File: config.mk
export PLATFORM = sky130hd
export DESIGN_NAME = uart_rx_byte
export DESIGN_NICKNAME = d
export VERILOG_FILES = /design/src/rtl/uart_rx_byte.sv
export SDC_FILE = /design/constraint.sdc
export NUM_CORES = 1
export LEC_CHECK = 0
export ABC_AREA = 1
export CAP_MARGIN = 10
export CORE_UTILIZATION = 33
export DETAILED_ROUTE_END_ITERATION = 6
export HOLD_SLACK_MARGIN = 0.02
export SYNTH_ARGS = -nofsm -noshare
export SYNTH_HDL_FRONTEND = slang
export SYNTH_SLANG_ARGS = --single-unit
File: constraint.sdc
create_clock -name clk -period 1.9 [get_ports clk]
set_clock_uncertainty 0.2 [all_clocks]
set_input_delay 0.285 -clock clk [delete_from_list [all_inputs] [get_ports clk]]
set_output_delay 0.285 -clock clk [all_outputs]
set_load 0.1 [all_outputs]
File: src/rtl/uart_rx_byte.sv
// 8N1 serial receiver: oversamples rx with clk, assembles bytes LSB first, strobes data_valid.
// Define UART_RX_PARITY_EN to add an even-parity bit after the data bits and the parity_err output.
module uart_rx_byte #(
  parameter int CLKS_PER_BIT = 16
) (
  input  logic       clk,
  input  logic       reset,
  input  logic       rx,
  output logic [7:0] data,
  output logic       data_valid,
  output logic       frame_err,
`ifdef UART_RX_PARITY_EN
  output logic       parity_err,
`endif
  output logic       busy
);

  localparam int CW = $clog2(CLKS_PER_BIT);
  localparam logic [CW-1:0] HALF_TERM = CW'(CLKS_PER_BIT / 2 - 1);
  localparam logic [CW-1:0] FULL_TERM = CW'(CLKS_PER_BIT - 1);

  typedef enum logic [2:0] {
    IDLE,
    START,
    DATA,
    PARITY,
    STOP,
    WAIT_HIGH
  } state_t;

  state_t          state_q;
  logic            sync1_q;
  logic            rxs_q;
  logic [CW-1:0]   cnt_q;
  logic [2:0]      idx_q;
  logic [7:0]      shift_q;
  logic [7:0]      data_q;
  logic            data_valid_q;
  logic            frame_err_q;
  logic            busy_q;
`ifdef UART_RX_PARITY_EN
  logic            par_q;
  logic            parity_err_q;
`endif

  // Synchronizer, bit timing and frame FSM share one register block; strobes default low each cycle.
  always_ff @(posedge clk) begin
    if (reset) begin
      state_q      <= IDLE;
      sync1_q      <= 1'b1;
      rxs_q        <= 1'b1;
      cnt_q        <= '0;
      idx_q        <= '0;
      shift_q      <= '0;
      data_q       <= '0;
      data_valid_q <= 1'b0;
      frame_err_q  <= 1'b0;
      busy_q       <= 1'b0;
`ifdef UART_RX_PARITY_EN
      par_q        <= 1'b0;
      parity_err_q <= 1'b0;
`endif
    end else begin
      sync1_q      <= rx;
      rxs_q        <= sync1_q;
      data_valid_q <= 1'b0;
      frame_err_q  <= 1'b0;
      busy_q       <= (state_q != IDLE);
`ifdef UART_RX_PARITY_EN
      parity_err_q <= 1'b0;
`endif
      case (state_q)
        IDLE: begin
          if (!rxs_q) begin
            state_q <= START;
            cnt_q   <= '0;
          end
        end
        START: begin
          if (cnt_q == HALF_TERM) begin
            cnt_q <= '0;
            if (rxs_q) begin
              state_q <= IDLE;
            end else begin
              state_q <= DATA;
              idx_q   <= '0;
            end
          end else begin
            cnt_q <= cnt_q + 1'b1;
          end
        end
        DATA: begin
          if (cnt_q == FULL_TERM) begin
            cnt_q          <= '0;
            shift_q[idx_q] <= rxs_q;
            if (idx_q == 3'd7) begin
`ifdef UART_RX_PARITY_EN
              state_q <= PARITY;
`else
              state_q <= STOP;
`endif
            end else begin
              idx_q <= idx_q + 3'd1;
            end
          end else begin
            cnt_q <= cnt_q + 1'b1;
          end
        end
`ifdef UART_RX_PARITY_EN
        PARITY: begin
          if (cnt_q == FULL_TERM) begin
            cnt_q   <= '0;
            par_q   <= rxs_q;
            state_q <= STOP;
          end else begin
            cnt_q <= cnt_q + 1'b1;
          end
        end
`endif
        STOP: begin
          if (cnt_q == FULL_TERM) begin
            cnt_q <= '0;
            if (!rxs_q) begin
              frame_err_q <= 1'b1;
              state_q     <= WAIT_HIGH;
`ifdef UART_RX_PARITY_EN
            end else if ((^shift_q) != par_q) begin
              parity_err_q <= 1'b1;
              state_q      <= IDLE;
`endif
            end else begin
              data_q       <= shift_q;
              data_valid_q <= 1'b1;
              state_q      <= IDLE;
            end
          end else begin
            cnt_q <= cnt_q + 1'b1;
          end
        end
        // A line stuck low after a bad stop bit must not look like a new start bit.
        WAIT_HIGH: begin
          if (rxs_q) state_q <= IDLE;
        end
        default: state_q <= IDLE;
      endcase
    end
  end

  assign data       = data_q;
  assign data_valid = data_valid_q;
  assign frame_err  = frame_err_q;
  assign busy       = busy_q;
`ifdef UART_RX_PARITY_EN
  assign parity_err = parity_err_q;
`endif

endmodule

Word level (Yosys, flattened, before mapping)
Cells that the tools add are included.

word-level totals
  register bits = 31
  output and inout bits = 11
  logic and storage cells = 66
  bits of input ports = 3

operators by class
  $lt $le $gt $ge = 2
  bitwise logic cells = 2
  add/subtract/negate cells = 2
  mux-type cells = 23
  equality and inequality tests = 15
  reduce and logical (&&, ||, !) cells = 12

operator list
  operator                                                                             number
  3-bit 2-to-1 mux                                                                     11
  2-bit inequality test, second input constant                                         8
  3-bit case mux with 5 select lines                                                   1
  4-bit 2-to-1 mux                                                                     3
  4-bit case mux with 3 select lines                                                   1
  3-bit == test, second input constant                                                 3
  8-bit bitwise mux                                                                    1
  3-bit case mux with 2 select lines                                                   1
  6-bit AND reduction                                                                  1
  3-bit nonzero test                                                                   2
  5-bit AND reduction                                                                  1
  4-bit by 1-bit adder with 4-bit output, second input constant                        1
  4-bit by 3-bit == test with 1-bit output, second input constant                      1
  4-bit == test, second input constant                                                 1
  3-bit by 4-bit < comparator with 1-bit output, second input constant                 1
  2-bit AND reduction                                                                  2
  3-bit by 1-bit adder with 3-bit output, second input constant                        1
  1-bit demux with 3-bit select                                                        1
  3-bit by 1-bit == test with 1-bit output, second input constant                      1
  3-bit by 2-bit == test with 1-bit output, second input constant                      1
  3-bit by 1-bit greater-or-equal comparator with 1-bit output, second input constant  1
  3-bit zero test                                                                      1
  1-bit 2-to-1 mux                                                                     3
  3-bit AND reduction                                                                  1
  6 further kinds                                                                      7

Depth between registers and ports, before layout
Gate-level depths: netlist of the first run.

  depth in word-level cells = 5
  gate-level depth with buffers = 9

Worst setup path after synthesis of the first run
OpenSTA, ideal clock, no wires.

  path type = reg-to-reg
  start point = register cnt_q[0]
  end point = register data_q[0], in the netlist data[0]
  cell stages (with the launch flop) = 9
  setup slack = 401 ps
  arrival = 1181 ps
  buffers on the path = 0
  setup time = 118 ps
  cells stage by stage = dfxtp_1 ha_1 nand2_2 nor2_8 nand2_2 nor2_8 inv_2 nor2_1 nor2_1

between the ends
  longest elaborated chain between the ends = 2

ends and longest elaborated chain
  what                           line  RTL
  start: declaration             34    logic [CW-1:0] cnt_q;
  start signal: assignment       89    cnt_q <= cnt_q + 1'b1;
  start signal: assignment       106   cnt_q <= cnt_q + 1'b1;
  start signal: assignment       137   cnt_q <= cnt_q + 1'b1;
  4-bit == test                  121   if (cnt_q == FULL_TERM) begin
  3-bit AND reduction (no line)  --
  end signal: assignment         132   data_q <= shift_q;
  end: declaration               37    logic [7:0] data_q;

No other way between the ends.
A chain may end at the register's enable or synchronous reset.

Worst setup path in the final report of the first run
  start point = register cnt_q[0]
  end point = register data_q[4], in the netlist data[4]

Same word-level chain as after synthesis.

==> results.md, run 1 <==
- Result of the run: finished clean
- Min-Delay Path Class: register to register
- Routed wire length: 2.973 mm
- Antenna violations before repair: 0
- Tcrit/Tclk final: roughly 87%
- Power per cell area: ~1300 mW/mm^2
- Worst vdd rail ir drop: 0.0004331 V
- Die footprint: 0.004730 sq mm
- Final number of setup-violating endpoints: 0
- Via-to-Cell Ratio: roughly 4.7
- Hold Slack: roughly 0.21 ns
- CTS H-Tree Depth: 2
- I/O pin cnt: 14
- Die Width: between 60 and 70 microns
- Worst reg2reg path startpoint: cnt_q[0]
- Post-CTS Setup Repair Bufs: 0
- Number of unique standard cell types used by synthesis: 26
- Final global-route overflow total: 0
- Drc violations: 0
- Max stage delay on crit path: about 0.36 ns
- Max Clk Rate: just over 600 MHz
- Final design utilization: between 40% and 50%
- Timing endpoint of the critical path: data[4]
- Series of cell instances along the critical path: ha_1 -> nand2_2 -> nor2_8 -> nand2_2 -> nor2_8 -> inv_2 -> nor2_1 -> nor2_1
- Crit Path Class: register to register
- Portion of the post-synthesis area used by sequential elements: between 40 and 50%
- R2r worst-path depth: 8
- Final RePlAce weighted congestion: roughly 0.8
- Netlist area before placement: approximately 0.0015 sq mm
- Num rows: 23
- Clock tree from TritonCTS: yes
- Data required time at the worst endpoint: between 1.5 and 2 ns
- GR Util All Layers: 15.86%
- Seq cells post-synth: 31
- Hold violation count in the final report: 0
- Transition time at the pin with the least slew margin: 0.2863 ns
- Die Height: around 69 microns
- First-pass GRT wire length: 5.223 mm
- Max-slew violation count: 0
- Gate count after technology mapping: just under 200
- Half-perimeter wire length of the detailed placement result: around 2.1 mm
- Pin count of the biggest net entering global routing: 23
- Deepest clock path buffer count: 2
- Drt pass-1 iters: 4
- Beginning of the critical path: cnt_q[0]
- Area growth syn-to-layout: 27.98%
- Maximum fanout along the worst path: 10
- Number of CTS-inserted buffers: 5
- Clock tree root buffer cell: clkbuf_8
- Crit Reg-Reg Endpoint: data[4]
- Sum of negative setup slack: 0 ns
- Antenna viol nets, final: 0
- Number of cells upsized or downsized after cts: 0
- Number of max-cap violations: 0
- Worst slew margin: 80.89%
- Syn_area_per_cell: between 7 and 8 sq um
- Number of hold buffers added after cts: 0
- Core Area: between 0.004 and 0.005 sq mm
- Via count: between 1000 and 1500
- Number of sinks handled by clock tree synthesis: 31
- Fraction of layout cells with a size suffix above 1: 21.56%
- Number of warnings printed during yosys synthesis: 0
- Worst-skew pair later-pin latency: 0.29 ns
- Drt initial violations: 37
- Critical path's slowest cell: dfxtp_1
- Min Tclk post-route: about 1.6 ns
- Setup repair after global routing missed its margin: false
- Critical path capture point type: register
- Net count after synthesis: approximately 200
- Via count of the first global-routing pass: about 1200
- R2R setup slack: ~0.25 ns
- Critical path arrival: 1.63 ns
- Number of port buffers: 13
- Final nets: between 200 and 250
- Clock transition at the registers of the reported paths: roughly 0.070 ns
- Launching element type of the critical path: register
- Lkg Pwr: 0.8302 nW
- Final antenna diode count: 0
- Initial cell density of the core: 35.51%
- Average wire length per cell after detail routing: 11.09 microns
==> flip-flops by register name, indices dropped and copies added, names as in the netlist <==
signal,cells
busy,1
cnt_q,4
data_valid,1
sync1_q,1
shift_q,8
idx_q,3
state_q,3
data,8
frame_err,1
rxs_q,1
==> cells in the mapped netlist, drive strengths merged <==
library cell,number,area (sq um)
a21boi,1,7.510
nand4,4,25.02
nand2,28,117.6
o21ai,20,111.4
inv,22,82.58
ha,3,37.54
dfxtp,31,620.6
nor3,5,35.03
clkbuf,2,7.510
nor2,47,221.5
buf,3,23.77
or2,2,12.51
xor2,1,8.760
a21oi,12,60.06
nand3,18,100.1
==> placed cells by master, fill, tap and decap left out, types with 2 or more instances in the layout <==
master / Yosys / layout
a21oi_1: 12 / 12
buf_12: 0 / 11
buf_4: 1 / 3
clkbuf_8: 0 / 6
clkdlybuf4s50_1: 0 / 2
dfxtp_1: 31 / 31
ha_1: 3 / 3
inv_1: 14 / 14
inv_2: 8 / 8
nand2_1: 23 / 23
nand2_2: 5 / 5
nand3_1: 16 / 16
nand3_2: 2 / 2
nand4_1: 4 / 4
nor2_1: 42 / 42
nor2_2: 2 / 2
nor2_8: 2 / 2
nor3_1: 3 / 3
nor3_2: 2 / 2
o21ai_0: 17 / 17
o21ai_1: 2 / 2
or2_2: 2 / 2
==> power breakdown <==
part / leakage (nW) / internal [mW] / switching (mW)
clock: 0.0612 / 0.424 / 0.255
combinational: 0.517 / 0.321 / 0.603
sequential: 0.252 / 0.732 / 0.102
total: 0.830 / 1.48 / 0.960
==> layout make-up <==
cell class	instances	area (sq um)
fill	421	2261
multi-input combinational	141	737.0
sequential	31	620.6
timing repair buffer	16	262.8
clock buffer	6	82.58
inverter	22	82.58
tap	50	62.56
clock inverter	2	35.03
==> logic make-up (layout without fill, tap and decap cells) <==
group,after synthesis,after routing,synth area share (%)
AO/OA/AOI/OAI,33,33,12.16
AND/OR/NAND/NOR,104,104,34.78
XOR/XNOR,1,1,0.5953
flip-flops,31,31,42.18
buffers and inverters,27,46,7.738
adder cells (fa/ha/maj),3,3,2.551
==> critical path: cells and delay by family (launching register included) <==
family                     cells  cell delay, ns
adders and majority gates      1            0.19
and+or+nand+nor                6            0.70
DFF                            1            0.36
buffers and inverters          1            0.10
==> layer usage <==
metal  vias to the layer above  global-route usage [%]  part of all wire (%)
li1                        681                       -                     -
met1                       561                   18.81                    49
met2                        19                   23.65                    44
met3                         6                   6.579                   4.1
met4                         0                   9.694                   2.6
met5                         -                       0                     0
==> worst min-delay path by stage <==
stage / startpoint / to / slack (ns) / depth (start not counted)
floorplan: rx / sync1_q / 0.19 / 1
global placement: sync1_q / rxs_q / 0.19 / 1
detailed placement: sync1_q / rxs_q / 0.20 / 1
CTS: sync1_q / rxs_q / 0.22 / 1
global route: sync1_q / rxs_q / 0.23 / 1
finish: sync1_q / rxs_q / 0.21 / 1
==> per-stage QoR <==
stage               cell area (sq um)  setup WS (ns)  power (mW)  std cells
global placement                 1765         0.3091       1.761        260
global route                     1883        0.08072       2.638        268
finish                           1883         0.2531       2.437        268
CTS                              1883         0.2474       2.454        268
floorplan                        1471         0.4012       1.597        199
detailed placement               1765         0.2584       1.766        260
Power figures use the tool's default switching activity.
==> run 2, diff against run 1 <==
- CORE_MARGIN: default -> 3
==> results.md, run 2 (synthesized netlist as in run 1, its figures left out) <==
- First-pass GRT wire length: around 5.0 mm
- Beginning of the critical path: cnt_q[0]
- Clock tree root buffer cell: clkbuf_8
- Half-perimeter wire length of the detailed placement result: between 2 and 2.5 mm
- Critical path's slowest cell: dfxtp_1
- Pin count of the biggest net entering global routing: 23
- Commonest non-fill, non-tap cells in the layout: nor2_1 (42), dfxtp_1 (31), nand2_1 (23), o21ai_0 (17), nand3_1 (16)
- Worst reg2reg path startpoint: cnt_q[0]
- Number of max-cap violations: 0
- Lkg Pwr: around 0.83 nW
- Worst slew margin: between 60% and 70%
- Power per cell area: between 1000 and 1500 mW/mm^2
- Post-CTS Setup Repair Bufs: 0
- Deepest clock path buffer count: 2
- Critical path capture point type: register
- Number of CTS-inserted buffers: 5
- Sum of negative setup slack: 0 ns
- Drt pass-1 iters: 4
- Number of sinks handled by clock tree synthesis: 31
- Maximum fanout along the worst path: 10
- Tcrit/Tclk final: between 80% and 90%
- Worst-skew pair later-pin latency: roughly 0.27 ns
- Via-to-Cell Ratio: around 4.7
- Min Tclk post-route: 1.669 ns
- Total power draw: around 2.4 mW
- Clock transition at the registers of the reported paths: 0.06 ns
- Core Area: just over 0.004 sq mm
- Die Height: between 70 and 80 microns
- Average wire length per cell after detail routing: ~11 microns
- Placement-stage worst setup slack: roughly 0.13 ns
- Min-Delay Path Class: register to register
- Final global-route overflow total: 0
- Number of cells upsized or downsized after cts: 0
- Final number of setup-violating endpoints: 0
- Number of port buffers: 13
- Number of hold buffers added after cts: 0
- Hold violation count in the final report: 0
- Final RePlAce weighted congestion: between 0.7 and 0.8
- Launching element type of the critical path: register
- Die Width: slightly above 70 microns
- Critical path arrival: ~1.6 ns
- Antenna viol nets, final: 0
- Max stage delay on crit path: 0.36 ns
- Critical hold path startpoint: sync1_q
- Max-slew violation count: 0
- Die footprint: about 0.0053 sq mm
- Series of cell instances along the critical path: ha_1 -> nand2_2 -> nor2_8 -> nand2_2 -> nor2_8 -> inv_2 -> nor2_1 -> nor2_1
- Fraction of layout cells with a size suffix above 1: 21.20%
- Crit Path Class: register to register
- Final nets: 222
- I/O pin cnt: 14
- Fillers: between 400 and 500
- Worst vdd rail ir drop: between 0.0004 and 0.0005 V
- DP Area: roughly 0.0018 sq mm
- Data required time at the worst endpoint: roughly 1.9 ns
- Drc violations: 0
- Initial cell density of the core: a little over a third
- CTS H-Tree Depth: 2
- Result of the run: finished clean
- Max Clk Rate: around 600 MHz
- Final critical-path setup slack: 0.2313 ns
- Setup repair after global routing missed its margin: false
- GR Util All Layers: 12.41%
- Non-Filler Cell Area, Final: 0.001876 sq mm
- Via count of the first global-routing pass: 1177
- Clock tree from TritonCTS: yes
- Num rows: 23
- Area growth syn-to-layout: 27.47%
- Drt initial violations: between 100 and 150
- Antenna violations before repair: 0
- Transition time at the pin with the least slew margin: around 0.57 ns
- Most frequent standard cell in the layout excluding fill and tap cells: nor2_1
- Via count: 1248
- Routed wire length: ~2.8 mm
- Final antenna diode count: 0
## run 2: cell count changes in the layout (fill, tap and decap cells not counted)
cell / before / now
buf_4: 3 / 2
## run 2: worst paths after layout
kind                                 to  slack (ns)  cells past startpoint
worst max-delay path            data[4]        0.23                      8
worst min-delay path              rxs_q        0.21                      1
worst max register to register  data[4]        0.23                      8
worst min register to register    rxs_q        0.21                      1
## run 2: final cells by class
type / count / area [sq um] / area share [%]
multi-input cells: 141 / 737.0 / 39.29
flip-flops and latches: 31 / 620.6 / 33.09
repair buffers: 15 / 255.2 / 13.61
clock buffers: 6 / 82.58 / 4.403
inverters: 22 / 82.58 / 4.403
well taps: 50 / 62.56 / 3.336
clock inverters: 2 / 35.03 / 1.868
## run 2: critical path, delay by kind of cell, from the launching register on
| family | cells | cell delay, ns |
|---|---|---|
| adder cells (fa/ha/maj) | 1 | 0.19 |
| buffers and inverters | 1 | 0.10 |
| flip-flops | 1 | 0.36 |
| AND/OR/NAND/NOR | 6 | 0.69 |
## run 2: per-stage QoR
stage	std cells	hold WS, ns	utilization [%]
after global placement	259	0.1929	42.42
after detailed placement	259	0.1940	42.42
after global routing	267	0.2327	45.26
after CTS	267	0.2094	45.26
final	267	0.2097	45.26
after floorplan	199	0.1888	-
## run 2: metal layers
metal / track usage, % / routed length (microns)
met2: 19.34 / 1287
met3: 4.545 / 81
met1: 15.01 / 1409
met5: 0 / 0
met4: 6.148 / 51
## run 2: power breakdown
| part | switching, mW | internal, mW | leakage [nW] |
|---|---|---|---|
| registers | 0.105 | 0.733 | 0.252 |
| logic | 0.588 | 0.319 | 0.512 |
| clock network | 0.237 | 0.424 | 0.0612 |
| total | 0.930 | 1.48 | 0.825 |
